==> config.mk <==
export PLATFORM = sky130hd
export DESIGN_NAME = cpu_run_ctrl
export DESIGN_NICKNAME = d
export VERILOG_FILES = /design/src/rtl/cpu_run_ctrl.sv
export SDC_FILE = /design/constraint.sdc
export NUM_CORES = 1
export LEC_CHECK = 0
export BUFFER_PORTS_ARGS = -buffer_cell sky130_fd_sc_hd__buf_2
export CAP_MARGIN = 20
export CORE_MARGIN = 4
export CORE_UTILIZATION = 30
export DETAILED_ROUTE_END_ITERATION = 16
export HOLD_SLACK_MARGIN = 0.08
export PLACE_DENSITY_LB_ADDON = 0.2
export SYNTH_ARGS = -nofsm -noshare
export SYNTH_HDL_FRONTEND = slang
export SYNTH_SLANG_ARGS = --single-unit
==> constraint.sdc <==
create_clock -name clk -period 2.7 [get_ports clk]
set_input_delay 0.27 -clock clk [delete_from_list [all_inputs] [get_ports clk]]
set_output_delay 0.27 -clock clk [all_outputs]
set_load 0.02 [all_outputs]
==> src/rtl/cpu_run_ctrl.sv <==
// ============================================================================
// cpu_run_ctrl
// ----------------------------------------------------------------------------
// Run controller for the pipelined RV32I core. A start request holds the core
// in reset for RST_CYCLES cycles. The core then runs until either its fetch PC
// sits still for HALT_STABLE consecutive compares (halt) or MAX_CYCLES run
// cycles elapse (timeout). While running it counts cycles and store cycles.
// At the end of the run it latches x31 and the final PC.
//
// Optional feature macro: RUN_PC_HIST_EN
//   When defined, a 4-entry history of PC changes is kept. hist_idx selects
//   an entry (0 = most recent) and hist_pc returns it combinationally.
//
// Ports:
//   clk          system clock, rising edge
//   rst          synchronous active-high reset of this block
//   start        begin a run (honoured in IDLE or DONE only)
//   pc           core fetch PC
//   x31          core register x31
//   we           core data-store byte enables
//   cpu_rst      reset to the core, high in every state except RUN
//   running      high while the core runs
//   done         high once a run has finished
//   halted       run ended by a PC self-loop
//   timeout      run ended by the cycle limit
//   cycle_count  run cycles elapsed
//   store_count  run cycles with any byte enable set (saturating)
//   result       x31 captured at run end
//   final_pc     pc captured at run end
//   hist_idx     (RUN_PC_HIST_EN) history entry select
//   hist_pc      (RUN_PC_HIST_EN) selected history entry
// ============================================================================
module cpu_run_ctrl #(
    parameter int PC_W        = 32,
    parameter int DATA_W      = 32,
    parameter int CNT_W       = 32,
    parameter int RST_CYCLES  = 10,
    parameter int MAX_CYCLES  = 1002,
    parameter int HALT_STABLE = 8
) (
    input  logic              clk,
    input  logic              rst,
    input  logic              start,
    input  logic [PC_W-1:0]   pc,
    input  logic [DATA_W-1:0] x31,
    input  logic [3:0]        we,
    output logic              cpu_rst,
    output logic              running,
    output logic              done,
    output logic              halted,
    output logic              timeout,
    output logic [CNT_W-1:0]  cycle_count,
    output logic [CNT_W-1:0]  store_count,
    output logic [DATA_W-1:0] result,
    output logic [PC_W-1:0]   final_pc
`ifdef RUN_PC_HIST_EN
    ,
    input  logic [1:0]        hist_idx,
    output logic [PC_W-1:0]   hist_pc
`endif
);

    localparam int RST_W = (RST_CYCLES > 1) ? $clog2(RST_CYCLES) : 1;
    localparam int STB_W = (HALT_STABLE > 1) ? $clog2(HALT_STABLE) : 1;
    localparam logic [RST_W-1:0] RST_LAST = RST_W'(RST_CYCLES - 1);
    localparam logic [STB_W-1:0] STB_LAST = STB_W'(HALT_STABLE - 1);
    localparam logic [CNT_W-1:0] CYC_LAST = CNT_W'(MAX_CYCLES - 1);

    typedef enum logic [1:0] {IDLE, RESET, RUN, DONE} state_t;

    state_t            state;
    logic [PC_W-1:0]   prev_pc;
    logic              prev_valid;
    logic [STB_W-1:0]  stable_cnt;
    logic [RST_W-1:0]  rst_cnt;

    logic pc_same;
    logic halt_hit;
    logic time_hit;
    logic store_sat;

    // stable_cnt holds the number of equal compares already seen, so the
    // compare made on this edge is the HALT_STABLE-th one when it reaches
    // HALT_STABLE-1.
    assign pc_same   = prev_valid && (pc == prev_pc);
    assign halt_hit  = pc_same && (stable_cnt == STB_LAST);
    assign time_hit  = (cycle_count == CYC_LAST);
    assign store_sat = &store_count;

`ifdef RUN_PC_HIST_EN
    logic [PC_W-1:0] hist_buf [4];
    logic [1:0]      hist_wr;
    logic [1:0]      hist_rd;

    // hist_wr points at the next slot to write, so the newest entry sits one
    // slot behind it and older entries further back.
    assign hist_rd = hist_wr - 2'd1 - hist_idx;

    always_comb begin
        hist_pc = hist_buf[hist_rd];
    end
`else
    // No PC history is kept in this build.
`endif

    always_ff @(posedge clk) begin
        if (rst) begin
            state       <= IDLE;
            cpu_rst     <= 1'b1;
            running     <= 1'b0;
            done        <= 1'b0;
            halted      <= 1'b0;
            timeout     <= 1'b0;
            cycle_count <= '0;
            store_count <= '0;
            result      <= '0;
            final_pc    <= '0;
            prev_pc     <= '0;
            prev_valid  <= 1'b0;
            stable_cnt  <= '0;
            rst_cnt     <= '0;
`ifdef RUN_PC_HIST_EN
            hist_wr     <= '0;
            for (int i = 0; i < 4; i++) hist_buf[i] <= '0;
`endif
        end else begin
            case (state)
                // A new run may be launched from idle or after a finished
                // run; everything observable from the previous run is wiped.
                IDLE, DONE: begin
                    if (start) begin
                        state       <= RESET;
                        cpu_rst     <= 1'b1;
                        running     <= 1'b0;
                        done        <= 1'b0;
                        halted      <= 1'b0;
                        timeout     <= 1'b0;
                        cycle_count <= '0;
                        store_count <= '0;
                        result      <= '0;
                        final_pc    <= '0;
                        prev_pc     <= '0;
                        prev_valid  <= 1'b0;
                        stable_cnt  <= '0;
                        rst_cnt     <= '0;
`ifdef RUN_PC_HIST_EN
                        hist_wr     <= '0;
                        for (int i = 0; i < 4; i++) hist_buf[i] <= '0;
`endif
                    end
                end

                RESET: begin
                    rst_cnt <= rst_cnt + 1'b1;
                    if (rst_cnt == RST_LAST) begin
                        state   <= RUN;
                        cpu_rst <= 1'b0;
                        running <= 1'b1;
                    end
                end

                // The exit edge still counts as a run cycle, so the counters
                // update unconditionally before the exit checks.
                RUN: begin
                    cycle_count <= cycle_count + 1'b1;
                    if ((we != 4'b0000) && !store_sat) begin
                        store_count <= store_count + 1'b1;
                    end
                    prev_pc    <= pc;
                    prev_valid <= 1'b1;
                    stable_cnt <= pc_same ? stable_cnt + 1'b1 : '0;
`ifdef RUN_PC_HIST_EN
                    if (prev_valid && (pc != prev_pc)) begin
                        hist_buf[hist_wr] <= pc;
                        hist_wr           <= hist_wr + 2'd1;
                    end
`endif
                    if (halt_hit || time_hit) begin
                        state    <= DONE;
                        cpu_rst  <= 1'b1;
                        running  <= 1'b0;
                        done     <= 1'b1;
                        halted   <= halt_hit;
                        timeout  <= !halt_hit;
                        result   <= x31;
                        final_pc <= pc;
                    end
                end

                default: begin
                    state   <= IDLE;
                    cpu_rst <= 1'b1;
                    running <= 1'b0;
                end
            endcase
        end
    end

endmodule

# Word-level counts from Yosys, hierarchy flattened
# Index checks and enable logic that the tools add are counted.
dict set report classes {
  add_sub_neg 4
  mul 0
  div_mod_pow 0
  magnitude_cmp 0
  n_eq_ne 11
  n_shift 0
  mux 32
  bitwise_logic 0
  n_reduce_logical 17
}
# cell count
set ops {}
lappend ops {{32-bit one-hot mux with 2 select lines} 5}
lappend ops {{32-bit two-way mux} 4}
lappend ops {{32-bit by 1-bit adder with 32-bit output (second input constant)} 2}
lappend ops {{32-bit by 10-bit equality test with 1-bit output (second input constant)} 1}
lappend ops {{32-bit equality test} 1}
lappend ops {{32-bit AND reduction} 1}
lappend ops {{3-bit AND reduction} 3}
lappend ops {{1-bit two-way mux} 8}
lappend ops {{2-bit != test (second input constant)} 4}
lappend ops {{1-bit one-hot mux with 2 select lines} 4}
lappend ops {{4-bit one-hot mux with 2 select lines} 1}
lappend ops {{2-bit two-way mux} 3}
lappend ops {{3-bit two-way mux} 2}
lappend ops {{1-bit one-hot mux with 3 select lines} 2}
lappend ops {{2-bit one-hot mux with 3 select lines} 1}
lappend ops {{3-bit one-hot mux with 2 select lines} 1}
lappend ops {{4-bit by 1-bit adder with 4-bit output (second input constant)} 1}
lappend ops {{2-bit equality test (second input constant)} 2}
lappend ops {{4-bit equality test (second input constant)} 1}
lappend ops {{4-bit two-way mux} 1}
lappend ops {{2-bit AND reduction} 2}
lappend ops {{2-bit nonzero test} 2}
lappend ops {{4-bit nonzero test} 1}
lappend ops {{3-bit by 1-bit adder with 3-bit output (second input constant)} 1}
lappend ops {{7 further kinds} 10}
dict set report word_totals {
  regBits 175
  latchBits 0
  ramBits 0
  romBits 0
  output_inout_bits 133
  memories 0
}

# Logic depth before layout (Yosys ltp)
dict set report depth {
  depth_word 6
  ltp_mapped 10
  depth_no_buf 8
}

# Worst setup path after synthesis
# Ideal clock, no wire load.
dict set report synth_path {
  path_kind {flip-flop to flip-flop}
  from {register state[0]}
  to {register store_count[23]}
  setup_ps 128
  arrival_time_ps 2040
  required_time_ps 2572
  slack_ps 532
  stages_incl_launch_ff 11
  period_less_slack_ps 2168
  path_cell_list {dfxtp_1 > inv_1 > ha_1 > buf_4 > mux2i_2 > nor2_4 > o31a_1 > buf_2 > o2111a_1 > xnor2_1 > nor2_1}
}
dict set report synth_between {
  elab_chain_len 4
}
# element line
set synth_rtl {}
lappend synth_rtl {{start, declared} 71} ;# state_t state;
lappend synth_rtl {{start signal, assigned} 108} ;# state <= IDLE;
lappend synth_rtl {{start signal, assigned} 132} ;# state <= RESET;
lappend synth_rtl {{start signal, assigned} 156} ;# state <= RUN;
lappend synth_rtl {{2-bit equality test / 2-bit zero test (equally long branches)} 127} ;# case (state)
lappend synth_rtl {{2-bit OR reduction} 127}
lappend synth_rtl {{2-bit != test (no source line) / 2-bit nonzero test (equally long branches)} --}
lappend synth_rtl {{3-bit AND reduction (no source line)} --}
lappend synth_rtl {{end signal, assigned} 167} ;# store_count <= store_count + 1'b1;
lappend synth_rtl {{end, declared} 53} ;# output logic [CNT_W-1:0] store_count,
# Parallel ways exist; a longest one is shown, timed or not.
# A chain may end at the register's enable or synchronous reset.

# Final worst setup path
dict set report layout_path {
  from {register state[0]}
  to {register cycle_count[31]}
}
dict set report layout_between {
  elab_chain_len 4
}
# element line
set layout_rtl {}
lappend layout_rtl {{2-bit equality test / 2-bit zero test (equally long branches)} 127}
lappend layout_rtl {{2-bit OR reduction} 127}
lappend layout_rtl {{2-bit != test (no source line) / 2-bit nonzero test (equally long branches)} --}
lappend layout_rtl {{2-bit AND reduction (no source line)} --}
lappend layout_rtl {{end signal, assigned} 165} ;# cycle_count <= cycle_count + 1'b1;
lappend layout_rtl {{end, declared} 52} ;# output logic [CNT_W-1:0] cycle_count,
# Parallel ways exist; a longest one is shown, timed or not.

==> results by group <==
Detailed routing
  – Antenna-violating nets left: 0
  – DR vias: 7528
  – Routed WL: 24000 µm
  – First-pass iteration count of the detailed router: 5
  – Drc violations: 0
  – DR iter-0 viols: 509
  – DR WL/cell: 16.3 µm
  – Via/cell ratio: 5.10

STA
  – Final Max Slew Viols: 0
  – Final setup viols: 0
  – TNS Setup: 0 ps
  – Final hold vios: 0
  – Fmax: 0.419 GHz
  – Post-route clock period utilization: 0.885
  – Setup ws final: 312 ps
  – Final min period: 2390 ps
  – Slew headroom: 0.370
  – Final clock skew: 17.1 ps
  – Worst slew pin tran: 945 ps
  – RSZ-0062 raised after global routing: false

CTS
  – Reg clk slew, reported paths: 80 ps
  – Clk_lat worst skew: 430 ps
  – Clock sinks: 175
  – CTS root buf: clkbuf_16
  – Clock Tree Buf Depth: 2
  – TritonCTS Buffers: 17
  – TritonCTS clock tree: done
  – H-tree depth: 4

GRT
  – Global-route wire length before repair: 39200 µm
  – Grt ovf: 0
  – Largest net degree at the start of global routing: 82
  – Total GRT Usage: 0.157
  – Vias in the first global route: 7327
  – Initial antenna violation count: 0

Layout
  – Synth-to-Final Area Change: 28.0%
  – Commonest cells after routing, fill and taps aside: buf_2 (203), dfxtp_1 (175), nor2_1 (99)
  – Most common cell after layout, fill and taps aside: buf_2
  – N_diodes: 0
  – Final net count: 1203
  – Filler cell count: 2770
  – Share of post-route cells with drive strength above 1: 0.285

Yosys
  – Count of flip-flops with a built-in enable after synthesis: 0
  – Sequential area share after synthesis: 0.429
  – Post-Synthesis Cells: 898
  – Post-synthesis cell area: 8170 µm²
  – Synth unique cells: 71
  – Avg Inst Size Synth: 9.10 µm²
  – Syn Nets: 979
  – Synth warn: 0
  – Main synth FF type: dfxtp_1
  – Ys async rst share: 0
  – Yosys reg bits: 175

Flow run
  – Max-Cap Viols: 0

Placement
  – Place WS: 179 ps
  – DP Wirelength: 16800 µm
  – Gpl congestion: 0.804
  – Buffers added on ports: 203

Hold path
  – Worst min path class: in -> reg

Power and ir drop
  – Lkg Pwr: 4.44 nW
  – Cell Pwr Density: 731 nW/µm²
  – VDD IR max: 0.370 mV

Floorplan
  – Die Ht: 173 µm
  – Core area: 26900 µm²
  – Initial core utilization: 0.304
  – I/O Pins: 204
  – Die Span X: 173 µm
  – Row cnt: 60
  – Die Area: 29900 µm²

Critical path
  – Worst setup path category: reg -> reg
  – Critical Path Fanout Max: 12
  – CP Capture Type: register
  – Data arrival, critical path: 2750 ps
  – Req. time, crit path: 3060 ps
  – Critical Path Source Type: register

Run status
  – Run status: completed
-- area by class of cell --
cell class / instances / area, µm² / area share
tap: 341 / 427 / 0.0408
clock buffer: 18 / 429 / 0.0410
sequential: 175 / 3500 / 0.335
clock inverter: 14 / 140 / 0.0134
timing repair buffer: 261 / 1560 / 0.149
multi-input combinational: 656 / 4360 / 0.417
inverter: 11 / 42.5 / 0.00407
-- cell usage after synthesis (3+ instances only) --
library cell,number,area share
nor4b_1,3,0.0032
o2111ai_1,5,0.0054
mux2i_1,36,0.044
or4_1,3,0.0028
o21ai_0,19,0.012
xnor2_1,8,0.0086
nor3_1,9,0.0055
o211ai_1,12,0.011
nor4_1,19,0.015
nor4_2,3,0.0046
inv_1,10,0.0046
nor2b_1,19,0.015
buf_2,5,0.0031
a211oi_1,4,0.0037
nand3_1,58,0.036
a32o_1,3,0.0037
nand4_1,22,0.017
or2_2,6,0.0046
xor2_1,40,0.043
ha_1,10,0.015
and4_1,16,0.017
nor2_1,100,0.046
and3_1,13,0.010
a22oi_1,36,0.033
clkbuf_1,38,0.017
mux2_2,3,0.0041
buf_6,9,0.012
nand2_1,75,0.034
dfxtp_1,175,0.43
nand4b_1,4,0.0043
nor3b_1,3,0.0028
a21oi_1,37,0.023
or3_1,14,0.011
a32o_2,30,0.041
-- state kept, by name, indices dropped and copies added, names as in the netlist, 2 cells and up --
| name | cells |
|---|---|
| cycle_count | 32 |
| store_count | 32 |
| state | 2 |
| prev_pc | 32 |
| stable_cnt | 3 |
| result | 32 |
| rst_cnt | 4 |
| final_pc | 32 |
-- layer usage --
| layer | vias up | GRT usage | routed length (µm) |
|---|---|---|---|
| met5 | - | 0 | 0 |
| met4 | 0 | 0.0369 | 227 |
| met3 | 13 | 0.0407 | 1420 |
| met2 | 221 | 0.249 | 10900 |
| met1 | 3537 | 0.216 | 11500 |
| li1 | 3757 | - | - |
-- worst max-delay path: stages, from the launching register on --
cell and delay [ps]:
dfxtp_1 360, inv_1 70, ha_1 430, nor2b_1 270
nor2_4 190, nand4_2 300, nor3_1 280, mux2_2 350
nor2_1 70
-- final timing paths --
check	start	end	slack (ps)	depth (start not counted)
max reg2reg	state[0]$_SDFFE_PP0P_	cycle_count[31]$_SDFFE_PP0P_	310	8
min reg2reg	done$_SDFFE_PP0P_	done$_SDFFE_PP0P_	450	2
max	state[0]$_SDFFE_PP0P_	cycle_count[31]$_SDFFE_PP0P_	310	8
min	pc[20]	prev_pc[20]$_SDFFE_PP0P_	120	3
-- kinds of logic (layout without fill, tap and decap cells) --
family / after synthesis / after routing / synth area share
flip-flops: 175 / 175 / 0.429
XOR/XNOR: 48 / 48 / 0.0515
adder cells (fa/ha/maj): 10 / 10 / 0.0153
multiplexers: 40 / 40 / 0.0499
AO/OA/AOI/OAI: 171 / 171 / 0.163
AND/OR/NAND/NOR: 387 / 387 / 0.251
buffers and inverters: 67 / 304 / 0.0407
-- power by group --
group	leakage [nW]	internal (mW)	total [mW]	switching (mW)
clock	0.278	1.23	2.42	1.18
combinational	2.75	0.810	2.37	1.56
sequential	1.41	2.76	2.87	0.109
total	4.44	4.80	7.65	2.85
-- timing repair --
item                                    CTS  global route
endpoints found under the setup margin    0            32
hold endpoints to repair                 32             0
setup buffers                             0             0
hold buffers                             32             0
resized for setup                         0             2
-- per-stage QoR --
step | power [mW] | cell area, µm² | instances | utilization | hold slack (ps)
6_report | 7.65 | 10500 | 1476 | 0.389 | 121
5_1_grt | 8.12 | 10500 | 1476 | 0.389 | 125
4_1_cts | 7.78 | 10400 | 1476 | 0.389 | 106
3_5_place_dp | 5.28 | 9560 | 1412 | 0.356 | 447
3_3_place_gp | 5.28 | 9560 | 1412 | 0.356 | 438
2_1_floorplan | 4.61 | 8170 | 898 | - | 396
Note: power is estimated with default switching activity, not from simulation.
